**config.mk**
```make
export PLATFORM = sky130hd
export DESIGN_NAME = sw_out_arb
export DESIGN_NICKNAME = d
export VERILOG_FILES = /design/src/rtl/sw_pkg.sv /design/src/rtl/sw_out_arb_rr.sv /design/src/rtl/sw_out_arb.sv
export SDC_FILE = /design/constraint.sdc
export NUM_CORES = 1
export LEC_CHECK = 0
export ABC_AREA = 1
export BUFFER_PORTS_ARGS = -buffer_cell sky130_fd_sc_hd__buf_4
export CAP_MARGIN = 20
export CELL_PAD_IN_SITES_DETAIL_PLACEMENT = 1
export CELL_PAD_IN_SITES_GLOBAL_PLACEMENT = 2
export CORE_ASPECT_RATIO = 0.5
export CORE_MARGIN = 3
export CORE_UTILIZATION = 29
export DETAILED_ROUTE_END_ITERATION = 12
export PLACE_DENSITY_LB_ADDON = 0.1
export SLEW_MARGIN = 20
export SYNTH_ARGS = -nofsm -noshare
export SYNTH_HDL_FRONTEND = slang
export SYNTH_SLANG_ARGS = --single-unit
```
**constraint.sdc**
```tcl
create_clock -name clk -period 3.85 [get_ports clk]
set_input_delay 0.77 -clock clk [delete_from_list [all_inputs] [get_ports clk]]
set_output_delay 0.77 -clock clk [all_outputs]
set_load 0.005 [all_outputs]
```
**src/rtl/sw_pkg.sv**
```systemverilog
// sw_pkg: shared switch flit layout, port count and output-arbiter state type
package sw_pkg;
   localparam int SW_PKTW     = 8;
   localparam int SW_NPORT    = 4;
   localparam int SW_DW       = SW_PKTW + 1;
   localparam int SW_DST_LSB  = 0;
   localparam int SW_DST_W    = 2;
   localparam int SW_LAST_BIT = SW_PKTW;
   typedef enum logic {S_IDLE, S_BUSY} state_t;
endpackage

```
**src/rtl/sw_out_arb_rr.sv**
```systemverilog
// rr_arbiter: combinational round-robin pick of the first request at or after ptr
module rr_arbiter #(
   parameter int NPORT = 4,
   localparam int IW = NPORT > 1 ? $clog2(NPORT) : 1
) (
   input  logic [NPORT-1:0] req,
   input  logic [IW-1:0]    ptr,
   output logic [NPORT-1:0] gnt,
   output logic [IW-1:0]    idx,
   output logic             any
);
   // scan from ptr upward with wrap-around; the first hit wins
   always_comb begin
      gnt = '0;
      idx = '0;
      any = 1'b0;
      for (int k = 0; k < NPORT; k++) begin
         int j;
         j = int'(ptr) + k;
         if (j >= NPORT) j = j - NPORT;
         if (!any && req[j]) begin
            any    = 1'b1;
            gnt[j] = 1'b1;
            idx    = IW'(j);
         end
      end
   end
endmodule

```
**src/rtl/sw_out_arb.sv**
```systemverilog
// sw_out_arb: packet-atomic round-robin output arbiter with registered valid/ready stage
module sw_out_arb #(
   parameter int NPORT    = sw_pkg::SW_NPORT,
   parameter int PORT_ID  = 0,
   parameter int DW       = sw_pkg::SW_DW,
   parameter int DST_LSB  = sw_pkg::SW_DST_LSB,
   parameter int DST_W    = sw_pkg::SW_DST_W,
   parameter int LAST_BIT = sw_pkg::SW_LAST_BIT
) (
   input  logic                      clk,
   input  logic                      rst,
   input  logic [NPORT-1:0][DW-1:0]  in_data,
   input  logic [NPORT-1:0]          in_empty,
   output logic [NPORT-1:0]          re,
   output logic [DW-1:0]             out_data,
   output logic                      out_valid,
   input  logic                      out_ready
);
   import sw_pkg::*;
   localparam int IW = NPORT > 1 ? $clog2(NPORT) : 1;
   state_t            state, state_n;
   logic [IW-1:0]     ptr, ptr_n, lock, lock_n, gidx, sel;
   logic [NPORT-1:0]  req, gnt;
   logic              any, slot_free, pop;
   logic [DW-1:0]     flit;
   // an input requests only when its head flit is addressed to this output
   always_comb begin
      req = '0;
      for (int i = 0; i < NPORT; i++)
         req[i] = !in_empty[i] && in_data[i][DST_LSB +: DST_W] == DST_W'(PORT_ID);
   end
   assign slot_free = !out_valid || out_ready;
   rr_arbiter #(.NPORT(NPORT)) u_arb (
      .req (req),
      .ptr (ptr),
      .gnt (gnt),
      .idx (gidx),
      .any (any)
   );
   // pop decision and next state; a locked packet ignores body-flit destinations
   always_comb begin
      sel     = state == S_BUSY ? lock : gidx;
      pop     = !rst && slot_free && (state == S_BUSY ? !in_empty[lock] : any);
      re      = !pop ? '0 : state == S_BUSY ? NPORT'(1) << lock : gnt;
      flit    = in_data[sel];
      state_n = state;
      lock_n  = lock;
      ptr_n   = ptr;
      if (pop && state == S_IDLE && !flit[LAST_BIT]) begin
         state_n = S_BUSY;
         lock_n  = gidx;
      end
      if (pop && flit[LAST_BIT]) begin
         state_n = S_IDLE;
         ptr_n   = int'(sel) == NPORT - 1 ? '0 : sel + 1'b1;
      end
   end
   // grant state: reset drops any held lock and restarts the rotation at input 0
   always_ff @(posedge clk or posedge rst) begin
      if (rst) begin
         state <= S_IDLE;
         lock  <= '0;
         ptr   <= '0;
      end else begin
         state <= state_n;
         lock  <= lock_n;
         ptr   <= ptr_n;
      end
   end
   // output register: load on pop, otherwise drain when the consumer takes the flit
   always_ff @(posedge clk or posedge rst) begin
      if (rst) begin
         out_valid <= 1'b0;
         out_data  <= '0;
      end else if (pop) begin
         out_valid <= 1'b1;
         out_data  <= flit;
      end else if (out_ready) begin
         out_valid <= 1'b0;
      end
   end
endmodule

```
==> results_dict.tcl, run 1 <==
set metrics [dict create \
    status "finished clean" \
    synthArstFlopShare 1.00 \
    end_kind "output pin" \
    synth_top_area_cell "dfrtp_1" \
    max_slew_margin 0.704 \
    drc 0 \
    synth_top_area_share 0.194 \
    r2r_slack_ps 1200 \
    vias 2042 \
    first_pass_iters 4 \
    rr_startpoint "ptr[0]" \
    crit_path_top_delay_cell "a221oi_1" \
    ys_types 30 \
    coreArea_sq_um 6260 \
    placed_cell_area_sq_um 2410 \
    synth.top_cells.by_count "nand2_1 (96), inv_1 (54), nand3_1 (40)" \
    fp.dieArea_sq_um 7740 \
    die_w_um 121 \
    cts_hold_buf 0 \
    p_per_area_nw_per_um2 785 \
    synth.most_common_cell "nand2_1" \
    max_stage_delay_ps 300 \
    holdWs_ps 488 \
    r2r_cells 16 \
    grt_pass1_wl_mm 10.7 \
    avgRoutedWirePerCell_um 13.8 \
    p_clk_frac 0.103 \
    cp_max_fo 6 \
    postRouteAntennaNets 0 \
    cts.sinks 15 \
    synth_seq_cells 15 \
    worstPathCellList "buf_4 > nor2_2 > nand3_1 > nand2_2 > nand2_2 > nand2_4 > nor2_1 > a221oi_1 > o21ai_0 > a21oi_1 > nor3_1 > buf_4" \
    maxCapViolations 0 \
    avgViaCountPerCell 4.60 \
    worst_pin_slew_ps 443 \
    dp_hpwl_mm 5.07 \
    synth_nets 354 \
    cp.arrival_ps 2500 \
    rows 20 \
    clk_pin_slew_worst_paths_ps 50 \
    cp-start-kind "input pin" \
    fin_crit_sh 0.850 \
    ir_drop_uv 218 \
    grtUsageTotal 0.167 \
    intPower_uw 880 \
    synth_top_flop_cell "dfrtp_1" \
    yosys_warnings 0 \
    clk_path_buf_depth 2 \
    cts_tree "built" \
    grt_pass1_vias 2243 \
    clock-root-buffer "clkbuf_16" \
    clk_latency_ps 250 \
    regArea_sq_um 375 \
    min-delay-path-class "reg2reg" \
    pwr-share-comb 0.740 \
    htreeDepth 1 \
    rsz0062_at_grt "false" \
    drt_iter0_drc 83 \
    diodes 0 \
    io_buffer_count 56 \
    tns_ps 0 \
    die_h_um 63.7 \
    grt_max_degree 22 \
    antenna_found_initial 0 \
    synth_area_sq_um 1930 \
    finalSetupViolations 0 \
    cp.required_ps 3080 \
    nNetsFinal 408 \
    drive_above_1_share 0.306 \
    gr-total-overflow 0 \
    hold_viol 0 \
    cts_buffers 3 \
    cp-startpoint "in_data[27]" \
    max_freq_mhz 306 \
    syn_avg_cell_area_sq_um 6.38 \
    pin_count 57 \
    pwr-share-seq 0.157 \
    critPathCapture "re[0]" \
    synth_seq_area_share 0.194 \
    postCtsResizedCells 0 \
    start_util 0.309 \
    n_fill_cell 863 \
    postRouteWirelength_mm 6.14 \
    cts_post_setup_buffers_inserted 0 \
    clock_skew_ps 5.89 \
    path_class "in2out" \
    place.gp.congestion 0.784 \
    maxSlewViolCount 0 \
    p_sw_uw 1070 \
    r2r-end "ptr[1]" \
    area_delta_synth_final_pct 28.6 \
    multiInputGateArea_sq_um 1240 \
    swShare 0.549 \
    finalInstanceArea_sq_um 2490 \
    synthCells 303 \
    synth_area_leaders "dfrtp_1 (19%), nand2_1 (19%), inv_1 (10%)" \
    leakagePower_uw 0.00143 \
    synth_edf_count 0 \
    period_needed_ps 3270 \
]
[registers in the layout, summed over array words and instances (netlist names)]
name	cells
lock	2
out_valid	1
state	1
out_data	9
ptr	2
[metrics by stage]
step,setup WS [ps],cells,utilization,power [uW]
after detailed placement,599,440,0.385,1770
final,579,444,0.397,1950
after CTS,582,444,0.397,1980
after global routing,382,444,0.397,2190
after global placement,677,440,0.385,1720
after floorplan,1070,303,-,1410
[worst min-delay path by stage]
stage	from	endpoint	cells after the start
CTS	out_data[8]	out_data[8]	2
finish	out_data[8]	out_data[8]	2
floorplan	out_data[0]	out_data[0]	2
global placement	out_data[8]	out_data[8]	2
global route	out_data[8]	out_data[8]	2
detailed placement	out_data[8]	out_data[8]	2
[power groups by stage]
stage	combinational, uW	sequential (uW)	clock (uW)
floorplan	1130	287	0
global placement	1420	304	0
detailed placement	1460	308	0
CTS	1470	307	207
global route	1650	320	214
finish	1450	306	201
[kinds of logic (layout without fill, tap and decap cells)]
group,count (synthesis),in the layout,synth area share
AND/OR/NAND/NOR,186,186,0.513
adder cells (fa/ha/maj),8,8,0.0518
AO/OA/AOI/OAI,23,23,0.0757
buffers and inverters,71,124,0.165
flip-flops,15,15,0.194
[layout by cell type (no fill, tap or decap), types with 2 or more instances in the layout]
cell,Yosys,layout
a221oi_1,4,4
ha_1,8,8
nor2_1,2,2
buf_4,1,60
nand3_4,5,5
o21ai_0,5,5
a21oi_1,9,9
nand2_4,4,4
inv_2,4,4
nor3_1,5,5
nor2_2,3,3
inv_1,54,54
nand3_1,40,40
nand2_2,14,14
a31oi_1,2,2
dfrtp_1,15,15
nand2_1,96,96
nand3_2,11,11
clkbuf_16,0,3
nand4_1,3,3
[critical path: cells and delay by family]
kind | cells | cell delay [ps]
simple gates | 7 | 890
buf+inv | 2 | 260
compound gates | 3 | 600
[area by class of cell]
| type | instances | area share |
|---|---|---|
| Timing Repair Buffer | 60 | 0.181 |
| Tap cell | 88 | 0.0443 |
| Clock buffer | 4 | 0.0317 |
| Inverter | 60 | 0.0936 |
| Multi-Input combinational cell | 217 | 0.498 |
| Sequential cell | 15 | 0.151 |
[metal layers]
layer / GRT usage / part of all wire / vias to the layer above
met5: 0 / 0 / -
met4: 0.0237 / 0.0028 / 0
met3: 0.0283 / 0.037 / 2
met2: 0.277 / 0.47 / 44
met1: 0.235 / 0.49 / 946
li1: - / - / 1050
(Power assumes the default switching activity.)
==> run 2, diff against run 1 <==
--- a/config.mk
+++ b/config.mk
@@ -5,14 +5,14 @@
 export SDC_FILE = /design/constraint.sdc
 export NUM_CORES = 1
 export LEC_CHECK = 0
-export ABC_AREA = 1
+export ABC_AREA = 0
 export BUFFER_PORTS_ARGS = -buffer_cell sky130_fd_sc_hd__buf_4
 export CAP_MARGIN = 20
 export CELL_PAD_IN_SITES_DETAIL_PLACEMENT = 1
 export CELL_PAD_IN_SITES_GLOBAL_PLACEMENT = 2
 export CORE_ASPECT_RATIO = 0.5
 export CORE_MARGIN = 3
-export CORE_UTILIZATION = 29
+export CORE_UTILIZATION = 26
 export DETAILED_ROUTE_END_ITERATION = 12
 export PLACE_DENSITY_LB_ADDON = 0.1
 export SLEW_MARGIN = 20
==> constraint.sdc (replaced) <==
create_clock -name clk -period 2.9 [get_ports clk]
set_input_delay 0.58 -clock clk [delete_from_list [all_inputs] [get_ports clk]]
set_output_delay 0.58 -clock clk [all_outputs]
set_load 0.005 [all_outputs]
==> results_dict.tcl, run 2 <==
set metrics [dict create \
    cp.required_ps 2320 \
    postRouteWirelength_mm 7.52 \
    cts.sinks 15 \
    largestRegisters "out_data (9), lock (2), ptr (2)" \
    ys_types 55 \
    gr-total-overflow 0 \
    grt_pass1_vias 2234 \
    cp_max_fo 6 \
    fp.dieArea_sq_um 7670 \
    min-delay-path-class "in2async" \
    synth_area_leaders "dfrtp_1 (22%), a211oi_1 (8.3%), a21boi_0 (7.4%)" \
    start_util 0.276 \
    finalSetupViolations 18 \
    clk_pin_slew_worst_paths_ps 50 \
    synth_nets 251 \
    synth_top_flop_cell "dfrtp_1" \
    synth_edf_count 0 \
    synth_top_area_cell "dfrtp_1" \
    p_per_area_nw_per_um2 1020 \
    vias 2118 \
    avgViaCountPerCell 5.43 \
    swShare 0.470 \
    cts_tree "built" \
    nNetsFinal 354 \
    maxSlewViolCount 0 \
    synthCells 200 \
    period_needed_ps 3250 \
    synth.top_cells.by_count "a211oi_1 (19), nand2_1 (18), a21boi_0 (17)" \
    drive_above_1_share 0.563 \
    synth_seq_cells 15 \
    max_freq_mhz 308 \
    clock_skew_ps 2.16 \
    fin_crit_sh 1.12 \
    top_register "out_data" \
    final_common_cell "buf_4" \
    pwr-share-seq 0.137 \
    synth.most_common_cell "a211oi_1" \
    avgRoutedWirePerCell_um 19.3 \
    layout_setup_ws_ps -347 \
    grt_pass1_wl_mm 11.9 \
    die_h_um 63.5 \
    tns_ps -2590 \
    synth_top_area_share 0.219 \
    cp-start-kind "register" \
    max_slew_margin 0.364 \
    final_cell_mix "buf_4 (105), nand2_1 (17), a211oi_2 (16), dfrtp_1 (14), a21boi_2 (11)" \
    io_buffer_count 56 \
    coreArea_sq_um 6230 \
    ir_drop_uv 335 \
    synth_seq_area_share 0.219 \
    rsz0062_at_grt "true" \
    synth_area_sq_um 1720 \
    path_delay_family "simple AND/OR/NAND/NOR gates" \
    worstPathCellList "inv_8 > ha_4 > or4b_4 > and3_4 > o21a_4 > nor2b_4 > a222oi_1 > a311oi_2 > buf_4" \
    clk_latency_ps 250 \
    cts_hold_buf 0 \
    largest_reg_flops 9 \
    postRouteAntennaNets 0 \
    leakagePower_uw 0.00127 \
    dp_hpwl_mm 5.67 \
    grtUsageTotal 0.196 \
    worst_pin_slew_ps 952 \
    violations "setup timing" \
    p_clk_frac 0.092 \
    clock-root-buffer "clkbuf_16" \
    yosys_warnings 0 \
    syn_avg_cell_area_sq_um 8.58 \
    antenna_found_initial 0 \
    htreeDepth 1 \
    crit_path_top_delay_cell "or4b_4" \
    die_w_um 121 \
    end_kind "output pin" \
    critPathBufInv 2 \
    cts_buffers 3 \
    first_pass_iters 4 \
    synthArstFlopShare 1.00 \
    area_delta_synth_final_pct 71.4 \
    grt_max_degree 22 \
    max_stage_delay_ps 470 \
    drt_iter0_drc 118 \
    place.gp.congestion 0.861 \
    clk_path_buf_depth 2 \
    p_sw_uw 1410 \
    hold_viol 0 \
    cp.arrival_ps 2670 \
    placed_cell_area_sq_um 2610 \
    path_class "reg2out" \
    rows 20 \
    pin_count 57 \
    pwr-share-comb 0.771 \
    drc 0 \
    intPower_uw 1590 \
    status "finished with violations" \
    maxCapViolations 0 \
    diodes 0 \
    finalInstanceArea_sq_um 2940 \
]
run 2: cell count changes after synthesis, moves of 8 or more:
cell	previous run	this run
nand2_1	96	18
nand3_2	11	0
inv_1	54	8
a21boi_0	1	17
o31ai_1	0	8
nand3_1	40	1
nand2_2	14	0
a211oi_1	0	19
run 2: power groups by stage:
stage               logic [uW]  registers, uW  clock network, uW
finish                    2310            411                274
global route              2510            425                290
CTS                       2100            411                281
detailed placement        1900            409                  0
global placement          1850            408                  0
floorplan                 1180            404                  0
run 2: kinds of logic after synthesis:
kind of cell               count (synthesis)  share of synthesized area
buffers and inverters                     22                     0.0627
muxes                                      7                     0.0561
xor gates and xnor gates                   1                    0.00510
adders and majority gates                  8                     0.0583
and+or+nand+nor                           53                      0.169
AOI/OAI and AO/OA                         94                      0.430
DFF                                       15                      0.219
run 2: worst paths after layout:
| path | startpoint | to | slack [ps] | cells after the start |
|---|---|---|---|---|
| max | ptr[0] | re[1] | -350 | 9 |
| min | rst | state | 430 | 2 |
| max reg2reg | ptr[0] | lock[1] | -220 | 11 |
| min reg2reg | out_data[3] | out_data[3] | 480 | 2 |
| max in group asynchronous | rst | ptr[0] | 2030 | 2 |
| min in group clk | out_data[3] | out_data[3] | 480 | 2 |
run 2: per-stage QoR:
| step | util | std cells | hold slack [ps] | setup WS, ps | power, uW |
|---|---|---|---|---|---|
| 2_1_floorplan | - | 200 | 471 | -229 | 1580 |
| 3_3_place_gp | 0.419 | 380 | 461 | -260 | 2260 |
| 3_5_place_dp | 0.419 | 380 | 477 | -285 | 2310 |
| 4_1_cts | 0.452 | 387 | 440 | -279 | 2790 |
| 5_1_grt | 0.472 | 390 | 490 | -420 | 3220 |
| 6_report | 0.472 | 390 | 434 | -347 | 2990 |
run 2: per-layer routing:
layer  vias up  wire (um)  global-route usage
li1       1016          -                   -
met1      1039       3930               0.279
met2        55       3160               0.312
met3         8        330              0.0269
met4         0        102              0.0508
met5         -          0                   0
run 2: cell type report:
type / count / area (sq um)
multi-input cells: 163 / 1470
repair buffers: 111 / 865
clock buffers: 4 / 78.8
well taps: 88 / 110
flip-flops and latches: 15 / 377
inverters: 9 / 41.3
fillers: 707 / 3290
run 2: worst reg2reg max path: cells and delay by family (launching register included):
kind	cells	cell delay, ps
compound gates	4	1020
mux	1	330
buf+inv	3	280
flops	1	410
fa+ha+maj	1	290
simple gates	2	680
run 2: what timing repair did:
action / in CTS / in global routing
gates cloned: 0 / 1
setup endpoints to repair: 14 / 18
pin swaps: 12 / 7
setup buffers: 3 / 2
gates resized for setup: 34 / 28
endpoints found under the hold margin: 0 / 0
==> run 3, diff against run 2 <==
--- a/config.mk
+++ b/config.mk
@@ -5,14 +5,14 @@
 export SDC_FILE = /design/constraint.sdc
 export NUM_CORES = 1
 export LEC_CHECK = 0
-export ABC_AREA = 0
+export ABC_AREA = 1
 export BUFFER_PORTS_ARGS = -buffer_cell sky130_fd_sc_hd__buf_4
 export CAP_MARGIN = 20
 export CELL_PAD_IN_SITES_DETAIL_PLACEMENT = 1
 export CELL_PAD_IN_SITES_GLOBAL_PLACEMENT = 2
 export CORE_ASPECT_RATIO = 0.5
 export CORE_MARGIN = 3
-export CORE_UTILIZATION = 26
+export CORE_UTILIZATION = 24
 export DETAILED_ROUTE_END_ITERATION = 12
 export PLACE_DENSITY_LB_ADDON = 0.1
 export SLEW_MARGIN = 20
==> results_dict.tcl, run 3 (synthesis results as in run 1) <==
set metrics [dict create \
    maxCapViolations 0 \
    final_common_cell "nand2_1" \
    path_class "reg2out" \
    die_h_um 69.5 \
    cts.sinks 15 \
    cts_hold_buf 0 \
    coreArea_sq_um 7570 \
    grtUsageTotal 0.141 \
    end_kind "output pin" \
    p_clk_frac 0.095 \
    power.total_uw 2770 \
    final_cell_mix "nand2_1 (96), buf_4 (68), inv_1 (54), nand3_1 (39), dfrtp_1 (15)" \
    clock_skew_ps 4.01 \
    grt_pass1_vias 2227 \
    r2r-end "out_data[1]" \
    rr_startpoint "ptr[0]" \
    antenna_found_initial 0 \
    p_sw_uw 1500 \
    pwr-share-seq 0.151 \
    top_register "out_data" \
    drc 0 \
    io_buffer_count 56 \
    intPower_uw 1270 \
    place.gp.congestion 0.732 \
    cp.arrival_ps 2170 \
    avgViaCountPerCell 4.40 \
    rows 22 \
    max_freq_mhz 363 \
    cts_buffers 3 \
    worstPathCellList "buf_4 > nand3_2 > nand2_2 > nand2_2 > nand2_4 > buf_4 > a221oi_2 > o21ai_0 > a21oi_1 > nor3_1 > buf_4" \
    worst_pin_slew_ps 592 \
    layout_setup_ws_ps 147 \
    min-delay-path-class "in2async" \
    die_w_um 133 \
    cts_tree "built" \
    finalSetupViolations 0 \
    finalInstanceArea_sq_um 2640 \
    clk_pin_slew_worst_paths_ps 50 \
    tns_ps 0 \
    fp.dieArea_sq_um 9230 \
    drt_iter0_drc 31 \
    cp-startpoint "ptr[0]" \
    start_util 0.255 \
    diodes 0 \
    path_delay_family "compound AO/OA/AOI/OAI gates" \
    max_slew_margin 0.601 \
    ir_drop_uv 246 \
    vias 2076 \
    nNetsFinal 416 \
    critPathBufInv 3 \
    hold_viol 0 \
    p_per_area_nw_per_um2 1050 \
    pin_count 57 \
    postRouteWirelength_mm 6.45 \
    area_delta_synth_final_pct 36.6 \
    crit_top_cell "buf_4" \
    htreeDepth 1 \
    status "finished clean" \
    leakagePower_uw 0.00148 \
    largestRegisters "out_data (9), lock (2), ptr (2)" \
    dp_hpwl_mm 5.21 \
    gr-total-overflow 0 \
    clk_latency_ps 240 \
    placed_cell_area_sq_um 2450 \
    pwr-share-comb 0.755 \
    clock-root-buffer "clkbuf_16" \
    holdWs_ps 369 \
    post-place-ws_ps 42.1 \
    max_stage_delay_ps 410 \
    clk_path_buf_depth 2 \
    swShare 0.541 \
    postRouteAntennaNets 0 \
    r2r_slack_ps 480 \
    crit_path_top_delay_cell "dfrtp_1" \
    grt_max_degree 22 \
    fin_crit_sh 0.949 \
    cp_max_fo 11 \
    avgRoutedWirePerCell_um 13.7 \
    first_pass_iters 4 \
    drive_above_1_share 0.352 \
    cp.required_ps 2320 \
    grt_pass1_wl_mm 10.8 \
    largest_reg_flops 9 \
    period_needed_ps 2750 \
    maxSlewViolCount 0 \
    r2r_cells 16 \
    cp-start-kind "register" \
]
run 3: cell count changes in the layout (fill, tap and decap cells not counted), sizes merged, moves of 5 or more:
cell / before / now
nand2: 18 / 114
a211oi: 19 / 0
buf: 111 / 68
a21boi: 19 / 1
nand3: 1 / 56
o211ai: 5 / 0
inv: 9 / 60
o31ai: 8 / 0
run 3: power by group through the flow:
stage                     sequential [uW]  clock [uW]  combinational [uW]
after detailed placement              411           0                1980
after global placement                409           0                1940
final                                 417         262                2090
after global routing                  434         281                2380
after floorplan                       381           0                1500
after CTS                             418         270                2030
run 3: worst max path at each step:
| stage | endpoint | slack, ps | cells past startpoint |
|---|---|---|---|
| 2_1_floorplan | re[0] | 310 | 11 |
| 3_3_place_gp | re[3] | 90 | 12 |
| 3_5_place_dp | re[2] | 40 | 12 |
| 4_1_cts | re[1] | 10 | 12 |
| 5_1_grt | re[2] | -10 | 11 |
| 6_report | re[3] | 150 | 11 |
run 3: cell type report:
type                            count  area, sq um
Multi-Input combinational cell    217         1300
Fill cell                         993         4930
Sequential cell                    15          375
Tap cell                          108          135
Inverter                           60          235
Clock inverter                      1         5.00
Clock buffer                        3         75.1
Timing Repair Buffer               68          510
run 3: routing by layer:
| layer | up-vias | track usage | part of all wire |
|---|---|---|---|
| met4 | 0 | 0.0138 | 0.0020 |
| met2 | 37 | 0.251 | 0.50 |
| met1 | 970 | 0.191 | 0.48 |
| li1 | 1067 | - | - |
| met3 | 2 | 0.0130 | 0.024 |
| met5 | - | 0 | 0 |
run 3: what timing repair did:
action | CTS | global route
pin swaps | 0 | 0
setup endpoints to repair | 4 | 4
buffers inserted | 1 | 4
cloned | 0 | 0
gates resized for setup | 5 | 11
endpoints found under the hold margin | 0 | 0
run 3: stage by stage:
step                      instances   util
after floorplan                 303      -
after global placement          463  0.324
after detailed placement        463  0.324
after CTS                       468  0.339
after global routing            472  0.349
final                           472  0.349
run 3: worst min-delay path, cell delays in order:
cell and delay [ps]:
buf_4 110, inv_1 60, buf_4 230
